**config.mk**
```make
export PLATFORM = sky130hd
export DESIGN_NAME = led_press_ctrl
export DESIGN_NICKNAME = d
export VERILOG_FILES = /design/src/rtl/led_press_ctrl.sv
export SDC_FILE = /design/constraint.sdc
export NUM_CORES = 1
export LEC_CHECK = 0
export CAP_MARGIN = 20
export CORE_MARGIN = 2
export CORE_UTILIZATION = 54
export DETAILED_ROUTE_END_ITERATION = 10
export PLACE_DENSITY = 0.79
export RECOVER_POWER = 100
export SYNTH_ARGS = -nofsm -noshare
export SYNTH_HDL_FRONTEND = slang
export SYNTH_SLANG_ARGS = --single-unit
export TNS_END_PERCENT = 1
```
**constraint.sdc**
```tcl
create_clock -name clk -period 2.8 [get_ports clk]
set_input_delay 0.42 -clock clk [delete_from_list [all_inputs] [get_ports clk]]
set_output_delay 0.42 -clock clk [all_outputs]
set_load 0.005 [all_outputs]
```
**src/rtl/led_press_ctrl.sv**
```systemverilog
// Push-button front end: synchronises and debounces A, and turns each clean press into an
// ODD/EVEN step whose LED pattern comes from a bounded LFSR search for the required parity.
module led_press_ctrl #(
  parameter int          N_LEDS       = 10,
  parameter int          DEBOUNCE_CYC = 4,
  parameter logic [15:0] SEED         = 16'hACE1,
  parameter int          GEN_MAX      = 8
) (
  input  logic              clk,
  input  logic              reset,
  input  logic              A,
  output logic [N_LEDS-1:0] LED,
  output logic [1:0]        state_o,
  output logic              busy,
  output logic [7:0]        press_cnt,
  output logic              press_drop
);

  localparam int DB_W  = (DEBOUNCE_CYC > 1) ? $clog2(DEBOUNCE_CYC) : 1;
  localparam int GEN_W = (GEN_MAX > 1) ? $clog2(GEN_MAX) : 1;
  localparam logic [DB_W-1:0]   DB_LAST  = DB_W'(DEBOUNCE_CYC - 1);
  localparam logic [GEN_W-1:0]  GEN_LAST = GEN_W'(GEN_MAX - 1);
  localparam logic [N_LEDS-1:0] LSB_MASK = N_LEDS'(1);

  typedef enum logic [1:0] {
    S_IDLE = 2'b00,
    S_ODD  = 2'b01,
    S_EVEN = 2'b10,
    S_GEN  = 2'b11
  } state_t;

  logic              a_s1_q, a_s1_d;
  logic              a_sync_q, a_sync_d;
  logic              a_db_q, a_db_d;
  logic              a_db_d1_q, a_db_d1_d;
  logic [DB_W-1:0]   db_cnt_q, db_cnt_d;
  state_t            state_q, state_d;
  state_t            ret_q, ret_d;
  logic              tgt_q, tgt_d;
  logic [15:0]       lfsr_q, lfsr_d;
  logic [GEN_W-1:0]  gen_cnt_q, gen_cnt_d;
  logic [N_LEDS-1:0] led_q, led_d;
  logic [7:0]        press_cnt_q, press_cnt_d;
  logic              press;
  logic [15:0]       lfsr_next;
  logic [N_LEDS-1:0] cand;

  // Debounced level only follows a_sync after DEBOUNCE_CYC consecutive disagreeing cycles.
  always_comb begin
    a_s1_d    = A;
    a_sync_d  = a_s1_q;
    a_db_d1_d = a_db_q;
    a_db_d    = a_db_q;
    db_cnt_d  = '0;
    if (a_sync_q != a_db_q) begin
      if (db_cnt_q == DB_LAST) begin
        a_db_d = a_sync_q;
      end else begin
        db_cnt_d = db_cnt_q + 1'b1;
      end
    end
  end

  assign press     = a_db_q & ~a_db_d1_q;
  assign lfsr_next = {lfsr_q[14:0], lfsr_q[15] ^ lfsr_q[13] ^ lfsr_q[12] ^ lfsr_q[10]};
  assign cand      = lfsr_next[N_LEDS-1:0];

  always_comb begin
    state_d     = state_q;
    ret_d       = ret_q;
    tgt_d       = tgt_q;
    lfsr_d      = lfsr_q;
    gen_cnt_d   = gen_cnt_q;
    led_d       = led_q;
    press_cnt_d = press_cnt_q;
    press_drop  = 1'b0;
    case (state_q)
      S_IDLE, S_EVEN: begin
        if (press) begin
          tgt_d       = 1'b1;
          ret_d       = S_ODD;
          state_d     = S_GEN;
          gen_cnt_d   = '0;
          press_cnt_d = press_cnt_q + 8'd1;
        end
      end
      S_ODD: begin
        if (press) begin
          tgt_d       = 1'b0;
          ret_d       = S_EVEN;
          state_d     = S_GEN;
          gen_cnt_d   = '0;
          press_cnt_d = press_cnt_q + 8'd1;
        end
      end
      S_GEN: begin
        // Presses are never queued while searching, including on the exit cycle.
        press_drop = press;
        lfsr_d     = lfsr_next;
        if ((^cand) == tgt_q) begin
          led_d   = cand;
          state_d = ret_q;
        end else if (gen_cnt_q == GEN_LAST) begin
          led_d   = cand ^ LSB_MASK;
          state_d = ret_q;
        end else begin
          gen_cnt_d = gen_cnt_q + 1'b1;
        end
      end
      default: state_d = S_IDLE;
    endcase
  end

  always_ff @(posedge clk) begin
    if (reset) begin
      a_s1_q      <= 1'b0;
      a_sync_q    <= 1'b0;
      a_db_q      <= 1'b0;
      a_db_d1_q   <= 1'b0;
      db_cnt_q    <= '0;
      state_q     <= S_IDLE;
      ret_q       <= S_ODD;
      tgt_q       <= 1'b1;
      lfsr_q      <= SEED;
      gen_cnt_q   <= '0;
      led_q       <= '0;
      press_cnt_q <= 8'd0;
    end else begin
      a_s1_q      <= a_s1_d;
      a_sync_q    <= a_sync_d;
      a_db_q      <= a_db_d;
      a_db_d1_q   <= a_db_d1_d;
      db_cnt_q    <= db_cnt_d;
      state_q     <= state_d;
      ret_q       <= ret_d;
      tgt_q       <= tgt_d;
      lfsr_q      <= lfsr_d;
      gen_cnt_q   <= gen_cnt_d;
      led_q       <= led_d;
      press_cnt_q <= press_cnt_d;
    end
  end

  assign LED       = led_q;
  assign state_o   = state_q;
  assign busy      = (state_q == S_GEN);
  assign press_cnt = press_cnt_q;

endmodule

```
[Word level (Yosys, flattened, before mapping)]
Index checks and enable logic that the tools add are counted.
Storage, ports and cells
  flip-flop bits (word level): 48
  word-level logic and storage cells: 65
Operators by class
  add/sub/neg operators: 3
  equal/unequal tests: 13
  muxes and demuxes: 17
  bitwise operators: 7
  reduce and logical (&&, ||, !) cells: 13
Operator list (number)
  $mux 10: 2
  $mux 2: 5
  $reduce_xor 10->1: 1
  $mux 3: 3
  $add 8x1->8 const B: 1
  $ne 2x2->1 const B: 4
  $pmux 2 s2: 2
  $reduce_and 2->1: 4
  $eq 2x2->1 const B: 3
  $pmux 3 s2: 1
  $reduce_and 3->1: 2
  $reduce_or 3->1: 2
  $reduce_bool 2->1: 2
  $add 3x1->3 const B: 1
  $eq 3x3->1 const B: 1
  $mux 1: 3
  $ne 3x1->1 const B: 1
  $not 1->1: 3
  $xor 1x1->1: 3
  $add 2x1->2 const B: 1
  $eq 2x1->1 const B: 1
  $logic_not 2->1: 1
  $ne 2x1->1 const B: 1
  $pmux 1 s2: 1
  other kinds (4): 4

[Longest topological paths before layout]
  depth in word-level cells: 7
  gate-level depth with buffers: 7

[Least setup slack after synthesis]
OpenSTA, ideal clock, no wires.
  kind: reg-to-reg
  start: reg lfsr_q[0]
  end: reg led_q[0], in the netlist LED[0]
  library setup time: 0.123 ns
  arrival: 1.892 ns
  required time: 2.677 ns
  setup slack: 0.785 ns
  cell stages (with the launch flop): 6
  path through: dfxtp_1 > xnor2_1 > xnor3_2 > xor3_1 > a21oi_4 > mux2_1
On the way
  longest elaborated chain between the ends: 4
  elaborated cells on any way between the ends: 5
Ends and longest elaborated chain
  from (decl): line 40  | logic [15:0] lfsr_q, lfsr_d;
  from (signal assigned): line 137  | lfsr_q <= lfsr_d;
  $reduce_xor 10->1 (*): line 100  | if ((^cand) == tgt_q) begin
  $eq 1x1->1 (*): line 100
  $reduce_bool 2->1 (no source line)
  $reduce_and 2->1 (no source line)
  to (signal assigned): line 139  | led_q <= led_d;
  to (decl): line 42  | logic [N_LEDS-1:0] led_q, led_d;
Every way passes the cells marked *; elsewhere a longest branch is shown, timed or not.
A chain may end at the register's enable or synchronous reset.

[Worst setup path in the final report]
  start: reg lfsr_q[0]
  end: reg led_q[3], in the netlist LED[3]
The elaborated chain is that of the path after synthesis.

==> impl_metrics.ini <==
[status]
outcome = finished clean

[critical_path]
crit_family = XOR/XNOR gates
crit_start = lfsr_q[0]
crit_fanout = 11
end_kind = flip-flop
reg2reg_from = lfsr_q[0]
cp-start-kind = flip-flop
rrSetupSlack_ns = 0.52
crit_chain = xnor2_1, xnor3_2, xor3_1, a21oi_1, clkbuf_2, mux2i_1
max_stage_delay_ns = 0.46
crit_required_ns = 3.04
r2r_end = LED[3]
critPathBufInv = 1
critical_path_arrival_ns = 2.52
r2r_cells = 6
worstSetupPathType = reg2reg
cpMaxStageDelayCell = xnor3_2

[floorplan]
initial_core_util = 0.561
io_pins = 25
die_h_um = 65.5
core.rowCount = 22
die_width_um = 65.5
core_um2 = 3630
die_area_um2 = 4280

[clock_network]
ctsRootBufferMaster = clkbuf_8
max-clock-path-buffers = 2
insertion_delay_ns = 0.31
cts_resized = 0
numClockSinks = 47
cts_hold_buf = 0
cts_setup_buffers = 0
clk_pin_slew_worst_paths_ns = 0.09
cts_buffers = 5
cts_htree_levels = 2
cts_tree = built

[power]
ir_worst_vdd_mv = 0.288
p_leak_nw = 0.970
power_density_nw_per_um2 = 458
power_w = 0.00109

[sta]
setup_tns_ns = 0
fmax_mhz = 439
slew_headroom = 0.524
fin_skew_ns = 0.00639
tightestPinTransition_ns = 0.712
fin_crit_sh = 0.814
period_needed_ns = 2.28
hold_viol_final = 0
setup_viol = 0
fin_hold_ws_ns = 0.424
slew_violations = 0
rsz0062_at_grt = no
timing.final.ws_setup_ns = 0.520

[logic_synthesis]
netlist_area_um2 = 2040
synth_seq_cells = 47
syn_nets = 223
synth-seq-area-share = 0.461
yosys_warnings = 0
avgSynthCellArea_um2 = 9.44
synth_ff_type = dfxtp_1
synthDistinctLibCells = 34
synth_edf_count = 0
syn-instance-count = 216
async_reset_ff_frac = 0

[global_route]
antenna_found_initial = 0
grt_use_total = 0.187
grt_start_max_net_pins = 25
grt_pass1_wl_um = 6090
grt.overflow.total = 0
grt_pass1_vias = 1429

[hold_path]
min_delay_worst_endpoint = db_cnt_q[0]
min_from = db_cnt_q[0]
min_path_type = reg2reg
hold_path_depth = 1

[cells_and_area]
multi_input_area_um2 = 1010
drive_above_1_share = 0.0658
area_delta_synth_final_pct = 17.0
fillers = 326
antenna_cells = 0
seq_area_um2 = 941
layout_commonest_cell = dfxtp_1
final_cell_mix = dfxtp_1 (47), nand2_1 (35), dlygate4sd3_1 (23)
nets = 249
final_cell_area_um2 = 2390

[place]
dpl-instance-area_um2 = 2330
gp_congestion = 0.698
port-buffer-count = 24
pre_cts_ws_ns = 0.678
hpwl_um = 2340

[routing]
detail_route.first_pass.iterations = 4
drt_wl_total_um = 3430
antenna_left = 0
viasPerCell = 5.02
drt_iter0_drc = 66
routedWlPerCell_um = 11.8
drc = 0
vias = 1462

[job]
drv_cap = 0
per-stage QoR:
step / utilization / cells
2_1_floorplan: - / 216
3_3_place_gp: 0.640 / 283
3_5_place_dp: 0.640 / 283
4_1_cts: 0.665 / 291
5_1_grt: 0.657 / 291
6_report: 0.657 / 291
layout make-up:
| cell class | instances | area share |
|---|---|---|
| clock inverter | 3 | 0.00839 |
| multi-input combinational | 153 | 0.424 |
| tap | 48 | 0.0252 |
| clock buffer | 5 | 0.0288 |
| inverter | 5 | 0.00787 |
| sequential | 47 | 0.394 |
| timing repair buffer | 30 | 0.112 |
Yosys cell counts, types with 2 or more instances:
library cell	instances	area, um2
nand3_1	3	15.0
nand2b_1	17	106
nand2_1	35	131
nand4_1	4	25.0
nor2_1	19	71.3
inv_1	5	18.8
nand3b_1	7	52.6
or2b_1	2	15.0
clkbuf_1	8	30.0
nor2b_1	5	31.3
o311ai_0	3	26.3
xnor2_2	2	32.5
buf_1	2	7.51
xor2_1	6	52.6
a21oi_1	12	60.1
mux2i_1	10	100
dfxtp_1	47	941
ha_1	4	50.1
xnor2_1	10	87.6
routing by layer:
metal,part of all wire,global-route usage,wire [um],up-vias
li1,-,-,-,759
met1,0.49,0.228,1670,671
met2,0.46,0.306,1590,24
met3,0.028,0.0411,96,8
met4,0.023,0.102,80,0
met5,0,0,0,-
cells by family after synthesis:
family	synth area share
simple gates	0.232
flops	0.461
compound gates	0.0712
xor+xnor	0.119
buf+inv	0.0374
mux	0.0546
fa+ha+maj	0.0245
report_power, final:
group | leakage (nW) | switching (W) | total [W] | internal (W)
sequential | 0.379 | 0.000000687 | 0.000670 | 0.000669
clock | 0.0402 | 0.000226 | 0.000400 | 0.000174
combinational | 0.551 | 0.0000126 | 0.0000233 | 0.0000107
total | 0.970 | 0.000240 | 0.00109 | 0.000854
worst max-delay path by stage:
stage                  end  slack (ns)  depth (start not counted)
floorplan           LED[0]        0.78                          5
global placement    LED[6]        0.75                          6
detailed placement  LED[3]        0.68                          6
CTS                 LED[3]        0.66                          6
global route        LED[9]        0.35                          6
finish              LED[3]        0.52                          6
registers in the layout (all words and copies together), names as in the netlist:
signal	cells
a_db_d1_q	1
db_cnt_q	2
state_o	2
LED	10
a_s1_q	1
a_sync_q	1
ret_q	2
lfsr_q	16
gen_cnt_q	3
press_cnt	8
a_db_d1_d	1
worst register-to-register path, stage by stage (launching register included):
cell and delay (ns):
dfxtp_1 0.39, xnor2_1 0.13, xnor3_2 0.46, xor3_1 0.42, a21oi_1 0.23, clkbuf_2 0.36
mux2i_1 0.23
No activity file was read; power rests on OpenSTA's default activity.
